## src/rtl/drive_pkg.sv

```systemverilog
// Shared types for the motor drive sequencer: direction encoding,
// channel and supervisor state enums, and counter widths.
package drive_pkg;

  localparam logic [1:0] DIR_COAST = 2'b00;
  localparam logic [1:0] DIR_FWD   = 2'b01;
  localparam logic [1:0] DIR_REV   = 2'b10;

  // PWM counter width covers periods up to 65536; duty needs one extra bit
  // so that a full-period duty (100%) is representable.
  localparam int CNT_W  = 16;
  localparam int DUTY_W = 17;

  typedef enum logic [1:0] {OFF, DEAD, DRIVE} ch_state_t;
  typedef enum logic [1:0] {OK, FAULT_WAIT, LOCKOUT} sup_state_t;

  // 2'b11 is treated as coast, same as 2'b00
  function automatic logic [1:0] dir_norm(input logic [1:0] d);
    return (d == DIR_FWD || d == DIR_REV) ? d : DIR_COAST;
  endfunction

endpackage

```

## src/rtl/motor_drive_sequencer_if.sv

```systemverilog
// Steering-command / H-bridge-pin bundle of the motor drive sequencer.
// master = steering side (drives commands), slave = sequencer.
interface motor_drive_sequencer_if;
  logic [1:0]  cmd_dir_l;
  logic [1:0]  cmd_dir_r;
  logic [15:0] cmd_duty_l;
  logic [15:0] cmd_duty_r;
  logic        oc_n;
  logic        fault_clr;
  logic        en_l;
  logic        en_r;
  logic        fwd_l;
  logic        bwd_l;
  logic        fwd_r;
  logic        bwd_r;
  logic        fault;
  logic        lockout;
  logic [1:0]  retry_cnt;

  modport master (
    output cmd_dir_l, cmd_dir_r, cmd_duty_l, cmd_duty_r, oc_n, fault_clr,
    input  en_l, en_r, fwd_l, bwd_l, fwd_r, bwd_r, fault, lockout, retry_cnt
  );

  modport slave (
    input  cmd_dir_l, cmd_dir_r, cmd_duty_l, cmd_duty_r, oc_n, fault_clr,
    output en_l, en_r, fwd_l, bwd_l, fwd_r, bwd_r, fault, lockout, retry_cnt
  );
endinterface

```

## src/rtl/hbridge_channel.sv

```systemverilog
// One H-bridge side: polarity FSM with dead-time insertion, duty clamp and
// period-aligned duty sampling, registered en/fwd/bwd.
//
//   state | meaning
//   OFF   | bridge idle, all outputs low
//   DEAD  | both-off interval counting down toward target direction dir_q
//   DRIVE | polarity dir_q asserted, en follows the PWM compare
module hbridge_channel
  import drive_pkg::*;
#(
  parameter int PWM_PERIOD  = 32768,
  parameter int DEAD_CYCLES = 1000
) (
  input  logic             clk,
  input  logic             rst,
  input  logic [1:0]       cmd_dir,
  input  logic [15:0]      cmd_duty,
  input  logic [CNT_W-1:0] pwm_cnt,
  input  logic             force_off,
  output logic             en,
  output logic             fwd,
  output logic             bwd
);

  localparam int DC_W = (DEAD_CYCLES > 1) ? $clog2(DEAD_CYCLES + 1) : 1;
  localparam logic [DC_W-1:0]   DEAD_LOAD = DC_W'(DEAD_CYCLES - 1);
  localparam logic [DUTY_W-1:0] DUTY_MAX  = DUTY_W'(PWM_PERIOD);

  ch_state_t         state;
  logic [1:0]        dir_q;
  logic [DC_W-1:0]   dead_cnt;
  logic [DUTY_W-1:0] duty_q;
  logic [DUTY_W-1:0] duty_clamped;
  logic [DUTY_W-1:0] duty_eff;
  logic [1:0]        cmd_n;
  logic              pwm_on;

  assign cmd_n        = dir_norm(cmd_dir);
  assign duty_clamped = ({1'b0, cmd_duty} > DUTY_MAX) ? DUTY_MAX : {1'b0, cmd_duty};
  // at the period start the freshly sampled duty already governs this cycle
  assign duty_eff     = (pwm_cnt == '0) ? duty_clamped : duty_q;
  assign pwm_on       = ({1'b0, pwm_cnt} < duty_eff);

  // duty only changes at the PWM wrap so a period is never cut short
  always_ff @(posedge clk or posedge rst) begin
    if (rst)                duty_q <= '0;
    else if (pwm_cnt == '0) duty_q <= duty_clamped;
  end

  // polarity FSM; outputs registered from the next-state decision
  always_ff @(posedge clk or posedge rst) begin
    if (rst) begin
      state    <= OFF;
      dir_q    <= DIR_COAST;
      dead_cnt <= '0;
      en       <= 1'b0;
      fwd      <= 1'b0;
      bwd      <= 1'b0;
    end else begin
      en  <= 1'b0;
      fwd <= 1'b0;
      bwd <= 1'b0;
      if (force_off) begin
        state    <= OFF;
        dir_q    <= DIR_COAST;
        dead_cnt <= '0;
      end else begin
        case (state)
          OFF: begin
            if (cmd_n != DIR_COAST) begin
              state    <= DEAD;
              dir_q    <= cmd_n;
              dead_cnt <= DEAD_LOAD;
            end
          end
          DEAD: begin
            if (cmd_n != dir_q) begin
              dir_q    <= cmd_n;
              dead_cnt <= DEAD_LOAD;
            end else if (dead_cnt == '0) begin
              if (dir_q == DIR_COAST) begin
                state <= OFF;
              end else begin
                state <= DRIVE;
                fwd   <= (dir_q == DIR_FWD);
                bwd   <= (dir_q == DIR_REV);
                en    <= pwm_on;
              end
            end else begin
              dead_cnt <= dead_cnt - 1'b1;
            end
          end
          DRIVE: begin
            if (cmd_n != dir_q) begin
              state    <= DEAD;
              dir_q    <= cmd_n;
              dead_cnt <= DEAD_LOAD;
            end else begin
              fwd <= (dir_q == DIR_FWD);
              bwd <= (dir_q == DIR_REV);
              en  <= pwm_on;
            end
          end
          default: begin
            state <= OFF;
            dir_q <= DIR_COAST;
          end
        endcase
      end
    end
  end

endmodule

```

## src/rtl/motor_drive_sequencer.sv

```systemverilog
// Drives both H-bridge sides from steering commands. Holds the shared PWM
// counter, the overcurrent synchronizer/filter and the retry/lockout
// supervisor; per-side sequencing lives in hbridge_channel.
//
//   state      | meaning
//   OK         | normal operation, clean-run timer may clear retry_cnt
//   FAULT_WAIT | overcurrent seen, bridges held off for RETRY_CYCLES
//   LOCKOUT    | retry budget spent, held off until fault_clr
module motor_drive_sequencer
  import drive_pkg::*;
#(
  parameter int PWM_PERIOD   = 32768,
  parameter int DEAD_CYCLES  = 1000,
  parameter int OC_FILTER    = 100,
  parameter int RETRY_CYCLES = 50_000_000,
  parameter int MAX_RETRIES  = 3
) (
  input logic                    clk,
  input logic                    rst,
  motor_drive_sequencer_if.slave bus
);

  localparam int FLT_W = $clog2(OC_FILTER + 1);
  localparam int RT_W  = $clog2(RETRY_CYCLES + 1);
  localparam logic [RT_W-1:0] RT_LOAD = RT_W'(RETRY_CYCLES - 1);

  logic             oc_s1;
  logic             oc_s2;
  logic [FLT_W-1:0] flt_cnt;
  logic             oc_trip;
  logic [CNT_W-1:0] pwm_cnt;
  sup_state_t       sup_state;
  logic [RT_W-1:0]  hold_cnt;
  logic [RT_W-1:0]  clean_cnt;
  logic [1:0]       retry_cnt;
  logic             fault_q;
  logic             lockout_q;
  logic             clr_ok;
  logic             force_off;

  // comparator is asynchronous; idle level is high so reset to high
  always_ff @(posedge clk or posedge rst) begin
    if (rst) begin
      oc_s1 <= 1'b1;
      oc_s2 <= 1'b1;
    end else begin
      oc_s1 <= bus.oc_n;
      oc_s2 <= oc_s1;
    end
  end

  // count consecutive low samples, saturating at the trip threshold
  always_ff @(posedge clk or posedge rst) begin
    if (rst)                              flt_cnt <= '0;
    else if (oc_s2)                       flt_cnt <= '0;
    else if (flt_cnt != FLT_W'(OC_FILTER)) flt_cnt <= flt_cnt + 1'b1;
  end

  assign oc_trip = (flt_cnt == FLT_W'(OC_FILTER));
  // a trip always wins over a simultaneous clear request
  assign clr_ok  = bus.fault_clr & ~oc_trip;
  // the trip itself must blank the bridges on the same edge fault rises
  assign force_off = (sup_state != OK) | oc_trip;

  // shared PWM time base
  always_ff @(posedge clk or posedge rst) begin
    if (rst)                                  pwm_cnt <= '0;
    else if (pwm_cnt == CNT_W'(PWM_PERIOD - 1)) pwm_cnt <= '0;
    else                                      pwm_cnt <= pwm_cnt + 1'b1;
  end

  // overcurrent supervisor with timed retry, clean-run reset and lockout
  always_ff @(posedge clk or posedge rst) begin
    if (rst) begin
      sup_state <= OK;
      hold_cnt  <= '0;
      clean_cnt <= '0;
      retry_cnt <= '0;
      fault_q   <= 1'b0;
      lockout_q <= 1'b0;
    end else begin
      case (sup_state)
        OK: begin
          if (oc_trip) begin
            sup_state <= FAULT_WAIT;
            hold_cnt  <= RT_LOAD;
            fault_q   <= 1'b1;
            if (retry_cnt != 2'd3) retry_cnt <= retry_cnt + 1'b1;
          end else if (clean_cnt == '0) begin
            retry_cnt <= '0;
          end else begin
            clean_cnt <= clean_cnt - 1'b1;
          end
        end
        FAULT_WAIT: begin
          if (hold_cnt == '0) begin
            clean_cnt <= RT_LOAD;
            if (retry_cnt == 2'(MAX_RETRIES)) begin
              sup_state <= LOCKOUT;
              lockout_q <= 1'b1;
            end else begin
              sup_state <= OK;
              fault_q   <= 1'b0;
            end
          end else begin
            hold_cnt <= hold_cnt - 1'b1;
          end
        end
        LOCKOUT: begin
          if (clr_ok) begin
            sup_state <= OK;
            clean_cnt <= RT_LOAD;
            fault_q   <= 1'b0;
            lockout_q <= 1'b0;
          end
        end
        default: begin
          sup_state <= OK;
          fault_q   <= 1'b0;
          lockout_q <= 1'b0;
        end
      endcase
      if (clr_ok) retry_cnt <= '0;
    end
  end

  hbridge_channel #(
    .PWM_PERIOD  (PWM_PERIOD),
    .DEAD_CYCLES (DEAD_CYCLES)
  ) u_ch_l (
    .clk       (clk),
    .rst       (rst),
    .cmd_dir   (bus.cmd_dir_l),
    .cmd_duty  (bus.cmd_duty_l),
    .pwm_cnt   (pwm_cnt),
    .force_off (force_off),
    .en        (bus.en_l),
    .fwd       (bus.fwd_l),
    .bwd       (bus.bwd_l)
  );

  hbridge_channel #(
    .PWM_PERIOD  (PWM_PERIOD),
    .DEAD_CYCLES (DEAD_CYCLES)
  ) u_ch_r (
    .clk       (clk),
    .rst       (rst),
    .cmd_dir   (bus.cmd_dir_r),
    .cmd_duty  (bus.cmd_duty_r),
    .pwm_cnt   (pwm_cnt),
    .force_off (force_off),
    .en        (bus.en_r),
    .fwd       (bus.fwd_r),
    .bwd       (bus.bwd_r)
  );

  assign bus.fault     = fault_q;
  assign bus.lockout   = lockout_q;
  assign bus.retry_cnt = retry_cnt;

endmodule

```

## src/flat_wrapper.sv

```systemverilog
// flat-port wrapper written by rule: the top's interface ports become plain ports
module motor_drive_sequencer_flat import drive_pkg::*;
#(
  parameter int PWM_PERIOD   = 32768,
  parameter int DEAD_CYCLES  = 1000,
  parameter int OC_FILTER    = 100,
  parameter int RETRY_CYCLES = 50_000_000,
  parameter int MAX_RETRIES  = 3
)
  (clk, rst, bus_cmd_dir_l, bus_cmd_dir_r, bus_cmd_duty_l, bus_cmd_duty_r, bus_oc_n, bus_fault_clr, bus_en_l, bus_en_r, bus_fwd_l, bus_bwd_l, bus_fwd_r, bus_bwd_r, bus_fault, bus_lockout, bus_retry_cnt);
  motor_drive_sequencer_if bus_i ();
  input logic clk;
  input logic rst;
  input wire logic [$bits(bus_i.cmd_dir_l)-1:0] bus_cmd_dir_l;
  input wire logic [$bits(bus_i.cmd_dir_r)-1:0] bus_cmd_dir_r;
  input wire logic [$bits(bus_i.cmd_duty_l)-1:0] bus_cmd_duty_l;
  input wire logic [$bits(bus_i.cmd_duty_r)-1:0] bus_cmd_duty_r;
  input wire logic [$bits(bus_i.oc_n)-1:0] bus_oc_n;
  input wire logic [$bits(bus_i.fault_clr)-1:0] bus_fault_clr;
  output wire logic [$bits(bus_i.en_l)-1:0] bus_en_l;
  output wire logic [$bits(bus_i.en_r)-1:0] bus_en_r;
  output wire logic [$bits(bus_i.fwd_l)-1:0] bus_fwd_l;
  output wire logic [$bits(bus_i.bwd_l)-1:0] bus_bwd_l;
  output wire logic [$bits(bus_i.fwd_r)-1:0] bus_fwd_r;
  output wire logic [$bits(bus_i.bwd_r)-1:0] bus_bwd_r;
  output wire logic [$bits(bus_i.fault)-1:0] bus_fault;
  output wire logic [$bits(bus_i.lockout)-1:0] bus_lockout;
  output wire logic [$bits(bus_i.retry_cnt)-1:0] bus_retry_cnt;
  assign bus_i.cmd_dir_l = bus_cmd_dir_l;
  assign bus_i.cmd_dir_r = bus_cmd_dir_r;
  assign bus_i.cmd_duty_l = bus_cmd_duty_l;
  assign bus_i.cmd_duty_r = bus_cmd_duty_r;
  assign bus_i.oc_n = bus_oc_n;
  assign bus_i.fault_clr = bus_fault_clr;
  assign bus_en_l = bus_i.en_l;
  assign bus_en_r = bus_i.en_r;
  assign bus_fwd_l = bus_i.fwd_l;
  assign bus_bwd_l = bus_i.bwd_l;
  assign bus_fwd_r = bus_i.fwd_r;
  assign bus_bwd_r = bus_i.bwd_r;
  assign bus_fault = bus_i.fault;
  assign bus_lockout = bus_i.lockout;
  assign bus_retry_cnt = bus_i.retry_cnt;
  motor_drive_sequencer #(.PWM_PERIOD(PWM_PERIOD), .DEAD_CYCLES(DEAD_CYCLES), .OC_FILTER(OC_FILTER), .RETRY_CYCLES(RETRY_CYCLES), .MAX_RETRIES(MAX_RETRIES)) u_core (.clk(clk), .rst(rst), .bus(bus_i));
endmodule
```

## config.mk

```make
export PLATFORM = sky130hd
export DESIGN_NAME = motor_drive_sequencer_flat
export DESIGN_NICKNAME = d
export VERILOG_FILES = /design/src/rtl/drive_pkg.sv /design/src/rtl/motor_drive_sequencer_if.sv /design/src/rtl/hbridge_channel.sv /design/src/rtl/motor_drive_sequencer.sv /design/src/flat_wrapper.sv
export SDC_FILE = /design/constraint.sdc
export NUM_CORES = 1
export LEC_CHECK = 0
export CAP_MARGIN = 30
export CORE_MARGIN = 2
export CORE_UTILIZATION = 60
export CTS_BUF_LIST = sky130_fd_sc_hd__clkbuf_8 sky130_fd_sc_hd__clkbuf_16
export DETAILED_ROUTE_END_ITERATION = 8
export GPL_TIMING_DRIVEN = 0
export MAX_ROUTING_LAYER = met4
export PLACE_DENSITY = 0.87
export SKIP_LAST_GASP = 1
export SLEW_MARGIN = 20
export SYNTH_ARGS = -nofsm -noshare
export SYNTH_HDL_FRONTEND = slang
export SYNTH_SLANG_ARGS = --single-unit
```

## constraint.sdc

```tcl
create_clock -name clk -period 6.5 [get_ports clk]
set_clock_uncertainty 0.1 [all_clocks]
set_input_delay 1.95 -clock clk [delete_from_list [all_inputs] [get_ports clk]]
set_output_delay 1.95 -clock clk [all_outputs]
set_load 0.1 [all_outputs]
```

Word level (Yosys, flattened, before mapping). Index checks and enable logic that the tools add are counted. W data, S select, Z words.

ROM bits: 0. Memory bits (writable): 0. Input bits: 40. Output and inout bits: 10. Memories kept: 0. Bits in latches: 0. Bits in registers: 151.

Shift-type cells: 0. $lt $le $gt $ge: 4. Muxes and demuxes: 105. Divide/modulo/power cells: 0. Multipliers: 0. Equality and inequality tests: 42. Bitwise operators: 4. Add/subtract/negate cells: 7. Reductions and logical operators: 36.

Operator list (number): $mux W26 (6); $mux W10 (10); $pmux W26 S3 (1); $pmux W10 S3 (2); $mux W2 (29); $logic_not A26 Y1 (2); $pmux W26 S2 (1); $sub A26 B1 Y26 const B (2); $mux W16 (3); $mux W1 (36); $lt A16 B17 Y1 (2); $mux W17 (2); $gt A16 B16 Y1 const B (2); $ne A3 B2 Y1 const B (8); $reduce_and A4 Y1 (6); $logic_not A10 Y1 (2); $sub A10 B1 Y10 const B (2); $pmux W2 S3 (3); $add A16 B1 Y16 const B (1); $eq A16 B15 Y1 const B (1); $eq A2 B2 Y1 const B (8); $logic_not A16 Y1 (1); $eq A2 B1 Y1 const B (7); $mux W7 (2); other kinds (25) (59).

Logic depth before layout (Yosys ltp).
Word-level depth: 9. Depth in mapped cells: 16.

Cells and area by module. From an unflattened synthesis, not the netlist that was laid out.

Cell total of the unflattened synthesis: 956. Area, all modules: 8753.4 um^2.

Modules (own cells, without submodules): motor_drive_sequencer (instances 1, seq. area each 2079.5 um^2, cells each 480, area each 4405.5 um^2); hbridge_channel (u_core.u_ch_l) (instances 1, seq. area each 850.8 um^2, cells each 243, area each 2190.9 um^2); hbridge_channel (u_core.u_ch_r) (instances 1, seq. area each 850.8 um^2, cells each 233, area each 2157.1 um^2).

Worst setup path before layout. Ideal clock, no wire load.

Path kind: in2reg. From: in bus_cmd_duty_r[7]. To: reg u_core.u_ch_r.en. Setup slack: 1.997 ns. Required time: 6.289 ns. Setup time: 0.111 ns. Stages: 11. Data arrival time: 4.292 ns. Path buffers: 0. Cell sequence: nor4_1 > nand4_1 > a21oi_1 > a22oi_1 > ha_1 > a211oi_1 > o221ai_1 > a21o_1 > a21oi_1 > o31ai_1 > a2111oi_2.

Cells in the longest elaborated chain, start to end: 9. Elaborated cells between the ends (all ways): 10. Those cells by class: order compare: 2; mux: 8.

Ends and longest elaborated chain: from (decl) (RTL line flat_wrapper.sv:17) `input wire logic [$bits(bus_i.cmd_duty_r)-1:0] bus_cmd_duty_r;`; $gt A16 B16 Y1 (RTL line hbridge_channel.sv:39) `assign duty_clamped = ({1'b0, cmd_duty} > DUTY_MAX) ? DUTY_MAX : {1'b0, cmd_duty};`; $mux W16 (*) (RTL line hbridge_channel.sv:39); $mux W17 (*); $lt A16 B17 Y1 (*) (RTL line hbridge_channel.sv:42) `assign pwm_on = ({1'b0, pwm_cnt} < duty_eff);`; $mux W1 (RTL line hbridge_channel.sv:81) `if (dir_q == DIR_COAST) begin`; $mux W1 (RTL line hbridge_channel.sv:80) `end else if (dead_cnt == '0) begin`; $mux W1 (RTL line hbridge_channel.sv:77) `if (cmd_n != dir_q) begin`; $pmux W1 S2 (*) (RTL line hbridge_channel.sv:68) `case (state)`; $mux W1 (*) (RTL line hbridge_channel.sv:63) `if (force_off) begin`; to (signal assigned) (RTL line hbridge_channel.sv:87) `en <= pwm_on;`; to (signal assigned) (RTL line hbridge_channel.sv:101) `en <= pwm_on;`; to (decl) (RTL line hbridge_channel.sv:20) `output logic en,`.

Every way passes the cells marked *; elsewhere a longest branch is shown, timed or not. A chain may end at the register's enable or synchronous reset.

Worst setup path after layout.
From: in bus_cmd_duty_r[3]. To: reg u_core.u_ch_r.en.

Same word-level chain as after synthesis.

==> out/summary.log <==
qor: status.outcome completed
qor: global_route.grt_util_all_layers 29.14%
qor: routing.ant_nets 0
qor: placement.pre_cts_setup_slack 1.049 ns
qor: logic_synthesis.post_synth_cell_types 71
qor: final_layout.design.final.nets 1,099
qor: worst_setup_path.terminus_of_the_critical_flop_to_flop_path u_core.u_ch_r.en
qor: sta.slew_violations 0
qor: sta.setup-tns-final 0 ns
qor: floorplan.floorplan.die_area 15,370 sq um
qor: min_path.worst_hold_path.endpoint u_core.oc_s2
qor: routing.dr.first_iter.drc_count 683
qor: routing.via_count 7,435
qor: floorplan.die_boundary_width 124.0 um
qor: min_path.worst_hold_path.num_cells 0
qor: final_layout.fill_cells 1,016
qor: floorplan.core_area 13,990 sq um
qor: final_layout.post_route_cells_drive_above_1_share 6.102%
qor: clock_network.cts.sinks 151
qor: clock_network.clk_transition_reported_paths 0.06 ns
qor: routing.detail_route.first_pass.iterations 5
qor: logic_synthesis.yosys.area.top_type_share 43.16%
qor: placement.port_buffers 49
qor: logic_synthesis.ys_warn_count 0
qor: worst_setup_path.worst_r2r_startpoint u_core.pwm_cnt[0]
qor: placement.detailed_place_hpwl 14.05 mm
qor: worst_setup_path.cp_max_fo 9
qor: clock_network.cts_max_level 4
qor: worst_setup_path.path_class input pin to register
qor: clock_network.cts_root_buffer clkbuf_16
qor: clock_network.ctsHoldBuffers 0
qor: global_route.overflow 0
qor: final_layout.design_area 10,000 sq um
qor: global_route.groute.layer.met3.usage 6.136%
qor: worst_setup_path.timing.critical_path.slowest_cell_delay 0.60 ns
qor: logic_synthesis.post_synth_instance_area 8640 sq um
qor: sta.setup_viol 0
qor: floorplan.initial_utilization 61.76%
qor: power_and_ir_drop.irDropWorstVdd 265.0 uV
qor: logic_synthesis.synth_top_area_cell dfrtp_1
qor: logic_synthesis.synth_enable_flop_cells 0
qor: sta.final-hold-violation-count 0
qor: routing.routed_via_density 6.217
qor: logic_synthesis.avgSynthCellArea 9.240 sq um
qor: global_route.grtUsageMet1 35.60%
qor: worst_setup_path.worst_ep_required_time 6.72 ns
qor: clock_network.clkLatencyLatePin 0.43 ns
qor: clock_network.cts-buffers-inserted 17
qor: global_route.via_count_of_the_first_global_routing_pass 7,365
qor: clock_network.post_cts_resize_count 0
qor: floorplan.std_cell_rows 43
qor: power_and_ir_drop.cellPowerDensity 290.6 nW/um^2
qor: sta.final.hold.worst_slack 0.2562 ns
qor: global_route.number_of_antenna_violations_at_the_first_check_in_global_routing 0
qor: placement.placement.cell_area 9390 sq um
qor: clock_network.tritoncts_clock_tree done
qor: placement.dp.cells 1,165
qor: min_path.hold_class register to register
qor: floorplan.die_h 124.0 um
qor: logic_synthesis.synth.top_cells.by_area dfrtp_1 43%, ha_1 8.0%, nor2_1 4.0%
qor: min_path.hold_sp u_core.oc_s1
qor: final_layout.antenna_cells 0
qor: logic_synthesis.synth_sequential_area_ratio 43.77%
qor: sta.worst_setup_slack_final 1.504 ns
qor: sta.max_slew_margin 34.70%
qor: routing.drt_drc_violations_left 0
qor: worst_setup_path.cp-end-kind register
qor: logic_synthesis.synth-main-ff-cell dfrtp_1
qor: global_route.groute.layer.met2.usage 47.70%
qor: worst_setup_path.arrival 5.22 ns
qor: logic_synthesis.syn_nets 1,030
qor: sta.post-route-min-period 4.996 ns
qor: routing.wl 20.43 mm
qor: worst_setup_path.timing.critical_path.mode_cell a21oi_1
qor: final_layout.layout.cells.non_filler 1,196
qor: global_route.top_usage_layer met2
qor: logic_synthesis.synth_async_sr_flop_share 100.0%
qor: routing.wire_per_inst 17.08 um
qor: global_route.grt_start_max_net_pins 83
qor: worst_setup_path.timing.critical_path.from_type input pin
qor: sta.max_freq 200.2 MHz
qor: logic_synthesis.postSynthRegisterBits 151
qor: logic_synthesis.syn-instance-count 935
qor: worst_setup_path.reg2regPathDepth 14
qor: final_layout.syn2layout_area_growth 15.76%
qor: sta.final.period_utilization 76.86%
qor: run.drv_cap 0
qor: clock_network.cts.repair_timing.setup_buffer_count 0
qor: sta.worst_slew_pin_slew 0.9764 ns
qor: power_and_ir_drop.leakage 4.518 nW
qor: worst_setup_path.cp_cell_sequence clkdlybuf4s50_1 -> nor4_1 -> nand4_1 -> a21oi_1 -> a22oi_1 -> ha_1 -> a211oi_1 -> o221ai_1 -> a21o_1 -> a21oi_1 -> o31ai_1 -> a2111oi_2
qor: worst_setup_path.cp-startpoint bus_cmd_duty_r[3]
qor: floorplan.floorplan.io_pins 50
qor: worst_setup_path.r2r_slack 2.26 ns
qor: placement.gp_congestion 0.8982
qor: sta.rsz0062_at_grt no
qor: worst_setup_path.crit_slowest_cell a21oi_1
qor: global_route.grt_pass1_wl 34.16 mm
qor: clock_network.cts_buffer_depth 2
[area by class of cell]
| cell class | instances | area [sq um] | share of cell area (%) |
|---|---|---|---|
| inverters | 73 | 281.5 | 2.815 |
| plain buffers | 30 | 132.6 | 1.326 |
| repair buffers | 50 | 518.0 | 5.180 |
| multi-input cells | 681 | 4452 | 44.51 |
| clock inverters | 10 | 130.1 | 1.301 |
| well taps | 180 | 225.2 | 2.252 |
| clock buffers | 21 | 480.5 | 4.804 |
| flip-flops and latches | 151 | 3781 | 37.81 |
[cell usage in the layout (no fill, tap or decap), types with 8 or more instances in the layout]
cell,instances
dfrtp_1,149
nor2_1,91
nand2_1,75
inv_1,75
ha_1,55
a21oi_1,49
clkdlybuf4s50_1,49
nand3_1,43
nor3_1,38
o21ai_0,35
xor2_1,26
nand4_1,23
clkbuf_1,21
nor4_1,20
a22oi_1,17
clkbuf_16,17
or3_1,16
a31oi_1,14
xnor2_1,11
a211oi_1,10
o21ai_1,10
and3_1,9
o21a_1,9
and2_1,8
o41ai_1,8
o31ai_1,8
[through the flow]
step | utilization (%) | total power, mW
3_3_place_gp | 66.88 | 1.841
5_1_grt | 71.49 | 3.066
3_5_place_dp | 67.13 | 1.877
2_1_floorplan | - | 1.698
6_report | 71.49 | 2.906
4_1_cts | 71.49 | 2.903
[cell usage after synthesis (11+ instances only)]
library cell  number
dfrtp_1          149
o21ai_0           35
nor4_1            20
or3_1             16
xnor2_1           11
a31oi_1           14
xor2_1            26
ha_1              55
nand4_1           23
clkbuf_1          21
nand3_1           43
a22oi_1           17
nor3_1            38
a21oi_1           49
nand2_1           75
inv_1             72
nor2_1            91
[flip-flops by register name, summed over array words and instances, names as in the netlist, 7 cells and up]
signal / flops
u_core.hold_cnt: 26
u_core.u_ch_l.duty_q: 17
u_core.u_ch_r.dead_cnt: 10
u_core.pwm_cnt: 16
u_core.u_ch_l.dead_cnt: 10
u_core.flt_cnt: 7
u_core.clean_cnt: 26
u_core.u_ch_r.duty_q: 17
[critical path: cells and delay by family]
kind | cells | cell delay, ns
buffers and inverters | 1 | 0.43
AO/OA/AOI/OAI | 8 | 2.01
adder cells (fa/ha/maj) | 1 | 0.36
AND/OR/NAND/NOR | 2 | 0.48
[layer usage]
metal  wire length [um]  up-vias
met4                483        0
met2              10130      235
met5                  0        -
li1                   -     3536
met3               1047       47
met1               8765     3617
[kinds of logic after synthesis]
logic type	after synthesis	share of synthesized area, %
mux	7	0.8400
compound gates	199	15.19
buf+inv	103	4.707
simple gates	383	23.78
xor+xnor	37	3.751
fa+ha+maj	55	7.965
flops	151	43.77
[worst max path at each step]
stage               cells past startpoint  slack (ns)                    to
CTS                                    12        1.49      u_core.u_ch_r.en
detailed placement                     12        1.05      u_core.u_ch_r.en
floorplan                               1        0.39      u_core.bus.fault
global placement                        2       -1.53  u_core.clean_cnt[15]
finish                                 12        1.50      u_core.u_ch_r.en
global route                           12        1.27      u_core.u_ch_r.en
[where the power goes]
group	switching [mW]	leakage, nW	internal, mW	total [mW]
logic	0.388	2.34	0.275	0.663
clock network	0.383	0.310	0.638	1.02
registers	0.149	1.87	1.07	1.22
(Power assumes the default switching activity.)
